**src/rtl/tl_a_arb_2.sv**
```systemverilog
// tl_a_arb_2: two-client TileLink A-channel arbiter.
//
// Merges two A request streams onto one output with round-robin fairness.
// It keeps a per-client outstanding-request count so that a client with
// MAX_INFLIGHT requests outstanding is skipped. A beat presented while
// downstream is stalled is held until it fires. Protocol violations latch
// into a sticky error flag: a held client dropping valid, or a response
// arriving for a client with nothing outstanding.
//
// state    | meaning
// ---------+----------------------------------------------------------
// ST_OPEN  | no beat pending; grant chosen from eligible clients
// ST_HELD  | beat presented but not accepted; grant pinned to lock_idx

module tl_a_arb_2 #(
   parameter int MAX_INFLIGHT = 4
) (
   input  logic        clock,
   input  logic        reset,

   input  logic        io_in_0_valid,
   output logic        io_in_0_ready,
   input  logic [2:0]  io_in_0_bits_opcode,
   input  logic [2:0]  io_in_0_bits_param,
   input  logic [1:0]  io_in_0_bits_size,
   input  logic [8:0]  io_in_0_bits_source,
   input  logic [31:0] io_in_0_bits_address,
   input  logic [7:0]  io_in_0_bits_mask,
   input  logic [63:0] io_in_0_bits_data,

   input  logic        io_in_1_valid,
   output logic        io_in_1_ready,
   input  logic [2:0]  io_in_1_bits_opcode,
   input  logic [2:0]  io_in_1_bits_param,
   input  logic [1:0]  io_in_1_bits_size,
   input  logic [8:0]  io_in_1_bits_source,
   input  logic [31:0] io_in_1_bits_address,
   input  logic [7:0]  io_in_1_bits_mask,
   input  logic [63:0] io_in_1_bits_data,

   output logic        io_out_valid,
   input  logic        io_out_ready,
   output logic [2:0]  io_out_bits_opcode,
   output logic [2:0]  io_out_bits_param,
   output logic [1:0]  io_out_bits_size,
   output logic [9:0]  io_out_bits_source,
   output logic [31:0] io_out_bits_address,
   output logic [7:0]  io_out_bits_mask,
   output logic [63:0] io_out_bits_data,

   input  logic        io_ack_valid,
   input  logic [9:0]  io_ack_source,

   output logic [2:0]  io_inflight_0,
   output logic [2:0]  io_inflight_1,
   output logic        io_err
);

   localparam logic [2:0] MAX_CNT = 3'(MAX_INFLIGHT);

   typedef enum logic {
      ST_OPEN = 1'b0,
      ST_HELD = 1'b1
   } state_t;

   state_t     state_q, state_d;
   logic       lock_idx_q, lock_idx_d;
   logic       last_grant_q, last_grant_d;
   logic       err_q, err_d;
   logic [2:0] inflight_0_q, inflight_0_d;
   logic [2:0] inflight_1_q, inflight_1_d;

   logic       elig_0, elig_1;
   logic       grant;
   logic       fire;
   logic       lock_drop;
   logic       inc_0, inc_1, dec_0, dec_1;
   logic       under_0, under_1;

   // The response tag below the client-select bit identifies the request
   // inside the client and carries no meaning for the arbiter.
   logic       ack_tag_unused;
   assign ack_tag_unused = ^io_ack_source[8:0];

   // Saturating up/down count; a simultaneous increment and decrement cancel.
   function automatic logic [2:0] count_next(input logic [2:0] cnt,
                                             input logic       inc,
                                             input logic       dec);
      logic [2:0] res;
      res = cnt;
      if (inc && !dec) begin
         if (cnt < MAX_CNT) res = cnt + 3'd1;
      end else if (dec && !inc) begin
         if (cnt != 3'd0) res = cnt - 3'd1;
      end
      return res;
   endfunction

   // Grant selection: pinned while held, otherwise round-robin among eligible clients.
   always_comb begin
      elig_0       = io_in_0_valid && (inflight_0_q < MAX_CNT);
      elig_1       = io_in_1_valid && (inflight_1_q < MAX_CNT);
      grant        = 1'b0;
      io_out_valid = 1'b0;
      if (state_q == ST_HELD) begin
         grant        = lock_idx_q;
         io_out_valid = lock_idx_q ? io_in_1_valid : io_in_0_valid;
      end else begin
         if (elig_0 && elig_1) begin
            grant = ~last_grant_q;
         end else if (elig_1) begin
            grant = 1'b1;
         end
         io_out_valid = elig_0 || elig_1;
      end
   end

   assign fire          = io_out_valid && io_out_ready;
   assign io_in_0_ready = fire && (grant == 1'b0);
   assign io_in_1_ready = fire && (grant == 1'b1);

   // Forward the granted client's fields; the client index tags the source.
   always_comb begin
      io_out_bits_opcode  = io_in_0_bits_opcode;
      io_out_bits_param   = io_in_0_bits_param;
      io_out_bits_size    = io_in_0_bits_size;
      io_out_bits_source  = {1'b0, io_in_0_bits_source};
      io_out_bits_address = io_in_0_bits_address;
      io_out_bits_mask    = io_in_0_bits_mask;
      io_out_bits_data    = io_in_0_bits_data;
      if (grant) begin
         io_out_bits_opcode  = io_in_1_bits_opcode;
         io_out_bits_param   = io_in_1_bits_param;
         io_out_bits_size    = io_in_1_bits_size;
         io_out_bits_source  = {1'b1, io_in_1_bits_source};
         io_out_bits_address = io_in_1_bits_address;
         io_out_bits_mask    = io_in_1_bits_mask;
         io_out_bits_data    = io_in_1_bits_data;
      end
   end

   // Lock FSM next state: hold a stalled beat, release on fire or on a valid drop.
   always_comb begin
      state_d      = state_q;
      lock_idx_d   = lock_idx_q;
      last_grant_d = last_grant_q;
      lock_drop    = 1'b0;
      case (state_q)
         ST_OPEN: begin
            if (fire) begin
               last_grant_d = grant;
            end else if (io_out_valid) begin
               state_d    = ST_HELD;
               lock_idx_d = grant;
            end
         end
         ST_HELD: begin
            if (fire) begin
               state_d      = ST_OPEN;
               last_grant_d = grant;
            end else if (!io_out_valid) begin
               state_d   = ST_OPEN;
               lock_drop = 1'b1;
            end
         end
         default: state_d = ST_OPEN;
      endcase
   end

   // Outstanding counts and the sticky error flag.
   always_comb begin
      inc_0        = fire && (grant == 1'b0);
      inc_1        = fire && (grant == 1'b1);
      dec_0        = io_ack_valid && (io_ack_source[9] == 1'b0);
      dec_1        = io_ack_valid && (io_ack_source[9] == 1'b1);
      under_0      = dec_0 && !inc_0 && (inflight_0_q == 3'd0);
      under_1      = dec_1 && !inc_1 && (inflight_1_q == 3'd0);
      inflight_0_d = count_next(inflight_0_q, inc_0, dec_0);
      inflight_1_d = count_next(inflight_1_q, inc_1, dec_1);
      err_d        = err_q || lock_drop || under_0 || under_1;
   end

   // State register with synchronous reset; reset drops any held beat and all counts.
   always_ff @(posedge clock) begin
      if (reset) begin
         state_q      <= ST_OPEN;
         lock_idx_q   <= 1'b0;
         last_grant_q <= 1'b1;
         err_q        <= 1'b0;
         inflight_0_q <= 3'd0;
         inflight_1_q <= 3'd0;
      end else begin
         state_q      <= state_d;
         lock_idx_q   <= lock_idx_d;
         last_grant_q <= last_grant_d;
         err_q        <= err_d;
         inflight_0_q <= inflight_0_d;
         inflight_1_q <= inflight_1_d;
      end
   end

   assign io_inflight_0 = inflight_0_q;
   assign io_inflight_1 = inflight_1_q;
   assign io_err        = err_q;

endmodule

```
**config.mk**
```make
export PLATFORM = sky130hd
export DESIGN_NAME = tl_a_arb_2
export DESIGN_NICKNAME = d
export VERILOG_FILES = /design/src/rtl/tl_a_arb_2.sv
export SDC_FILE = /design/constraint.sdc
export NUM_CORES = 1
export LEC_CHECK = 0
export BUFFER_PORTS_ARGS = -buffer_cell sky130_fd_sc_hd__buf_4
export CAP_MARGIN = 20
export CORE_AREA = 2 2 153 155
export DETAILED_ROUTE_END_ITERATION = 16
export DIE_AREA = 0 0 155 157
export SYNTH_ARGS = -nofsm -noshare
export SYNTH_HDL_FRONTEND = slang
export SYNTH_SLANG_ARGS = --single-unit
```
**constraint.sdc**
```tcl
create_clock -name clock -period 2.62 [get_ports clock]
set_input_delay 0.262 -clock clock [delete_from_list [all_inputs] [get_ports clock]]
set_output_delay 0.262 -clock clock [all_outputs]
set_load 0.01 [all_outputs]
```
# After elaboration in Yosys (flattened, before gate mapping)
# Cells that the tools add are included.
[op_classes]
order_cmp = 2
eq_ne = 2
mux = 25
n_bitwise = 5
add_sub_neg = 4
n_reduce_logical = 34
[op_table]
columns = ["cell", "count"]
rows = [
  ["$mux 64", 1],
  ["$mux 32", 1],
  ["$mux 3", 10],
  ["$logic_and 1x1->1", 14],
  ["$mux 1", 10],
  ["$mux 10", 1],
  ["$reduce_and 3->1", 3],
  ["$mux 8", 1],
  ["$reduce_bool 2->1", 4],
  ["$add 3x1->3 const B", 2],
  ["$logic_not 3->1", 2],
  ["$lt 3x3->1 const B", 2],
  ["$reduce_bool 3->1", 2],
  ["$sub 3x1->3 const B", 2],
  ["$not 1->1", 5],
  ["$logic_not 1->1", 4],
  ["$logic_or 1x1->1", 4],
  ["$ne 2x2->1 const B", 2],
  ["$mux 2", 1],
  ["$reduce_or 2->1", 1],
]
[word_totals]
reg_bits = 10
in_bits = 258

# Logic depth before layout (Yosys ltp)
[depth]
ltp_word = 12
mapped_depth = 13

# Worst setup path after synthesis
# OpenSTA, ideal clock, no wires.
[synth_path]
path_type = "reg2reg"
from = "reg inflight_1_q[2], in the netlist io_inflight_1[2]"
to = "reg inflight_0_q[0], in the netlist io_inflight_0[0]"
required_ns = 2.493
setup_slack_ns = 0.050
path_stages_with_launch = 12
arrival_ns = 2.443
n_path_buf = 2
period_less_slack_ns = 2.570
setup_time_ns = 0.127
path_cell_list = "dfxtp_1 nand2b_1 a311oi_2 nor2_2 buf_6 buf_6 inv_1 a21oi_1 ha_1 a211oi_1 xnor2_1 nor2_1"
[synth_between]
elab_chain_len = 11
[synth_rtl]
columns = ["item", "line_no", "source"]
rows = [
  ["from (decl)", "71", "logic [2:0] inflight_1_q, inflight_1_d;"],
  ["from (signal assigned)", "198", "inflight_1_q <= inflight_1_d;"],
  ["$lt 3x3->1 (*)", "102", "elig_1 = io_in_1_valid && (inflight_1_q < MAX_CNT);"],
  ["$logic_and 1x1->1 (*)", "102", ""],
  ["$mux 1 / $logic_and 1x1->1 (equally long branches)", "111, 109", ""],
  ["$mux 1 (*)", "109", "if (elig_0 && elig_1) begin"],
  ["$mux 1 (*)", "105", "if (state_q == ST_HELD) begin"],
  ["net grant", "74", "logic grant;"],
  ["$not 1->1 (*)", "n/a", ""],
  ["$logic_and 1x1->1 (*)", "n/a", ""],
  ["net io_in_0_ready", "22", "output logic io_in_0_ready,"],
  ["$logic_not 1->1", "93", "end else if (dec && !inc) begin"],
  ["$logic_and 1x1->1", "93", ""],
  ["$reduce_bool 2->1 (no line)", "n/a", ""],
  ["$reduce_and 3->1 (no line)", "n/a", ""],
  ["to (signal assigned)", "197", "inflight_0_q <= inflight_0_d;"],
  ["to (decl)", "70", "logic [2:0] inflight_0_q, inflight_0_d;"],
]
# The timed path passes the listed nets; every way through them passes the cells marked *.
# A chain may end at the register's enable or synchronous reset.

# Worst setup path after layout
[layout_path]
from = "reg state_q"
to = "reg inflight_1_q[2], in the netlist io_inflight_1[2]"
[layout_between]
elab_chain_len = 7
[layout_rtl]
columns = ["item", "line_no", "source"]
rows = [
  ["from (decl)", "66", "state_t state_q, state_d;"],
  ["from (signal assigned)", "193", "state_q <= state_d;"],
  ["$mux 1", "105", ""],
  ["$logic_and 1x1->1", "118", "assign fire = io_out_valid && io_out_ready;"],
  ["$logic_and 1x1->1 (*)", "173", "inc_1 = fire && (grant == 1'b1);"],
  ["$logic_not 1->1", "93", ""],
  ["$logic_and 1x1->1", "93", ""],
  ["$reduce_bool 2->1 (no line)", "n/a", ""],
  ["$reduce_and 3->1 (no line)", "n/a", ""],
]
# Mark *: on every way between the ends. The rest lies on a longest branch, timed or not.

==> results.cfg <==
[power_and_ir_drop]
power_frac_comb = 0.812
switching_power_mw = 0.999
p_per_area_mw_per_mm2 = 475
p_sw_frac = 0.375
intPower_mw = 1.66
power.leakage_nw = 2.96
finalPower_mw = 2.66
seqPwrFrac = 0.088
clkPwrFrac = 0.101
ir_worst_vdd_mv = 0.276

[yosys]
synth_edf_count = 0
synth_most_common_cell = mux2_2
synth.top_cell.area_share = 0.360
ys_seq_area_frac = 0.0842
netlist_instances = 218
synthDistinctLibCells = 27
syn-num-nets = 486
synth_area_mm2 = 0.00238
synth_area_leaders = mux2_4, mux2_2, dfxtp_1
synth_common_cells = mux2_2, mux2_4, a21oi_1, dfxtp_1, ha_1
synthFlopType = dfxtp_1
synth_async_sr_flop_share = 0
synth_area_leader_cell = mux2_4
yosys_register_bits = 10
syn-mean-instance-area_um2 = 10.9
synth_warnings = 0

[route]
detail_route.iter0.violations = 114
drc = 0
via_per_inst = 3.69
vias = 3229
avgRoutedWirePerCell_um = 15.6
wirelength_um = 13700
dr.pass1.iters = 4
antenna_left = 0

[layout]
areaGrowthSynthToFinish_pct = 136
nets = 860
drive_gt1_frac = 0.864
instances_no_fill = 876
final_area_mm2 = 0.00561

[cts]
clk_pin_slew_ns = 0.04
numCtsBuffers = 3
hold_buffers = 0
htreeDepth = 1
post_cts_buffers = 0
clock_latency_ns = 0.24
cts_resized = 0
cts_max_path_buffers = 2
cts_tree = yes
cts-root-buf = clkbuf_16
cts_sinks = 10

[timing]
fin_skew_ns = 0.00628
hold_viol_final = 0
setup-violations-final = 0
finalCritPeriodShare = 0.936
rsz0062_at_grt = no
slew_headroom = 0.623
fin_crit_ns = 2.45
maxSlewViolCount = 0
worst_pin_slew_ns = 0.562
setup_tns_ns = 0
fmax_ghz = 0.408

[worst_setup_path]
r2r_slack_ns = 0.17
r2r-end = io_inflight_1[2]$_SDFFE_PP0P_
start_kind = flip-flop
crit_path_max_fanout = 7
crit_type = reg2reg
ff2ff_path_depth = 8
endpoint_kind = flip-flop
cp.required_ns = 2.79
rr_startpoint = state_q$_SDFF_PP0_
crit_arrival_ns = 2.62

[placement]
dpl_cell_area_mm2 = 0.00553
numPortBuffers = 380
dp_hpwl_um = 12100
dp_cells = 872
gp_congestion = 0.750

[floorplanning]
core-area_mm2 = 0.0225
row_count = 55
ios = 390
dieHeight_um = 157
die_w_um = 155
start_util = 0.106
die_area_mm2 = 0.0243

[job]
drv_cap = 0

[status]
status = complete, no violations

[global_route]
grt_pass1_wl_um = 17800
antenna_found_initial = 1
grtUsageTotal = 0.0950
grt_max_degree = 64
grt_pass1_vias = 3203
grt.overflow.total = 0

[min_path]
hold_path.class = in2reg
hold_depth = 2
whs_endpoint = state_q$_SDFF_PP0_
min_from = io_out_ready
==> cells by family (layout without fill, tap and decap cells) <==
logic type	after synthesis	after routing	share of synthesized area
flip-flops	10	10	0.0842
adder cells (fa/ha/maj)	10	10	0.0526
multiplexers	123	123	0.671
AND/OR/NAND/NOR	23	23	0.0452
AO/OA/AOI/OAI	24	24	0.0631
other	0	1	0
XOR/XNOR	6	6	0.0221
buffers and inverters	22	394	0.0616
==> state kept, by name, summed over array words and instances (netlist names) <==
signal / cells
last_grant_q: 1
io_err: 1
io_inflight_0: 3
io_inflight_1: 3
lock_idx_q: 1
state_q: 1
==> critical path: stages (launching register included) <==
cell	delay [ns]
dfxtp_1	0.37
and2_1	0.24
o211ai_1	0.36
a21oi_1	0.20
ha_1	0.28
ha_1	0.20
a211oi_1	0.46
o21ai_0	0.16
a21oi_1	0.13
==> power groups by stage <==
stage          clock (mW)  sequential (mW)  combinational (mW)
2_1_floorplan           0            0.245                1.16
3_3_place_gp            0            0.234                2.18
3_5_place_dp            0            0.236                2.19
4_1_cts             0.273            0.234                2.20
5_1_grt             0.283            0.240                2.30
6_report            0.268            0.233                2.16
==> cell usage in the layout (no fill, tap or decap), drive strengths merged, types with 5 or more instances in the layout <==
cell type  instances
buf              384
mux2             121
a21oi             10
ha                10
dfxtp             10
nand2              8
inv                7
xnor2              6
nor2               6
o21ai              5
==> how the worst max path moves through the flow <==
stage,startpoint,to,cells after the start
6_report,state_q$_SDFF_PP0_,io_inflight_1[2]$_SDFFE_PP0P_,8
5_1_grt,io_inflight_1[2]$_SDFFE_PP0P_,io_inflight_1[2]$_SDFFE_PP0P_,8
4_1_cts,io_inflight_1[2]$_SDFFE_PP0P_,io_inflight_1[2]$_SDFFE_PP0P_,8
3_5_place_dp,io_inflight_1[2]$_SDFFE_PP0P_,io_inflight_1[2]$_SDFFE_PP0P_,8
3_3_place_gp,io_inflight_1[2]$_SDFFE_PP0P_,io_inflight_1[2]$_SDFFE_PP0P_,8
2_1_floorplan,io_inflight_1[2]$_SDFFE_PP0P_,io_inflight_0[0]$_SDFFE_PP0P_,11
==> per-layer routing <==
layer / track usage / share of wire
met2: 0.184 / 0.53
met3: 0.0190 / 0.10
met5: 0 / 0
met4: 0.0251 / 0.020
met1: 0.105 / 0.34
==> through the flow <==
stage                     utilization  setup WS (ns)  hold WS (ns)
after floorplan                     -         0.0498         0.340
after global placement          0.246          0.243         0.473
after detailed placement        0.246          0.176         0.472
after CTS                       0.249          0.166         0.223
after global routing            0.249        0.00176         0.227
final                           0.249          0.169         0.229
==> final cells by class <==
cell class / count / area, µm²
tap: 285 / 357
inverter: 7 / 26.3
sequential: 10 / 200
timing repair buffer: 384 / 2910
fill: 2470 / 16900
multi-input combinational: 186 / 2040
antenna: 1 / 2.50
clock buffer: 3 / 75.1
(Power assumes the default switching activity.)
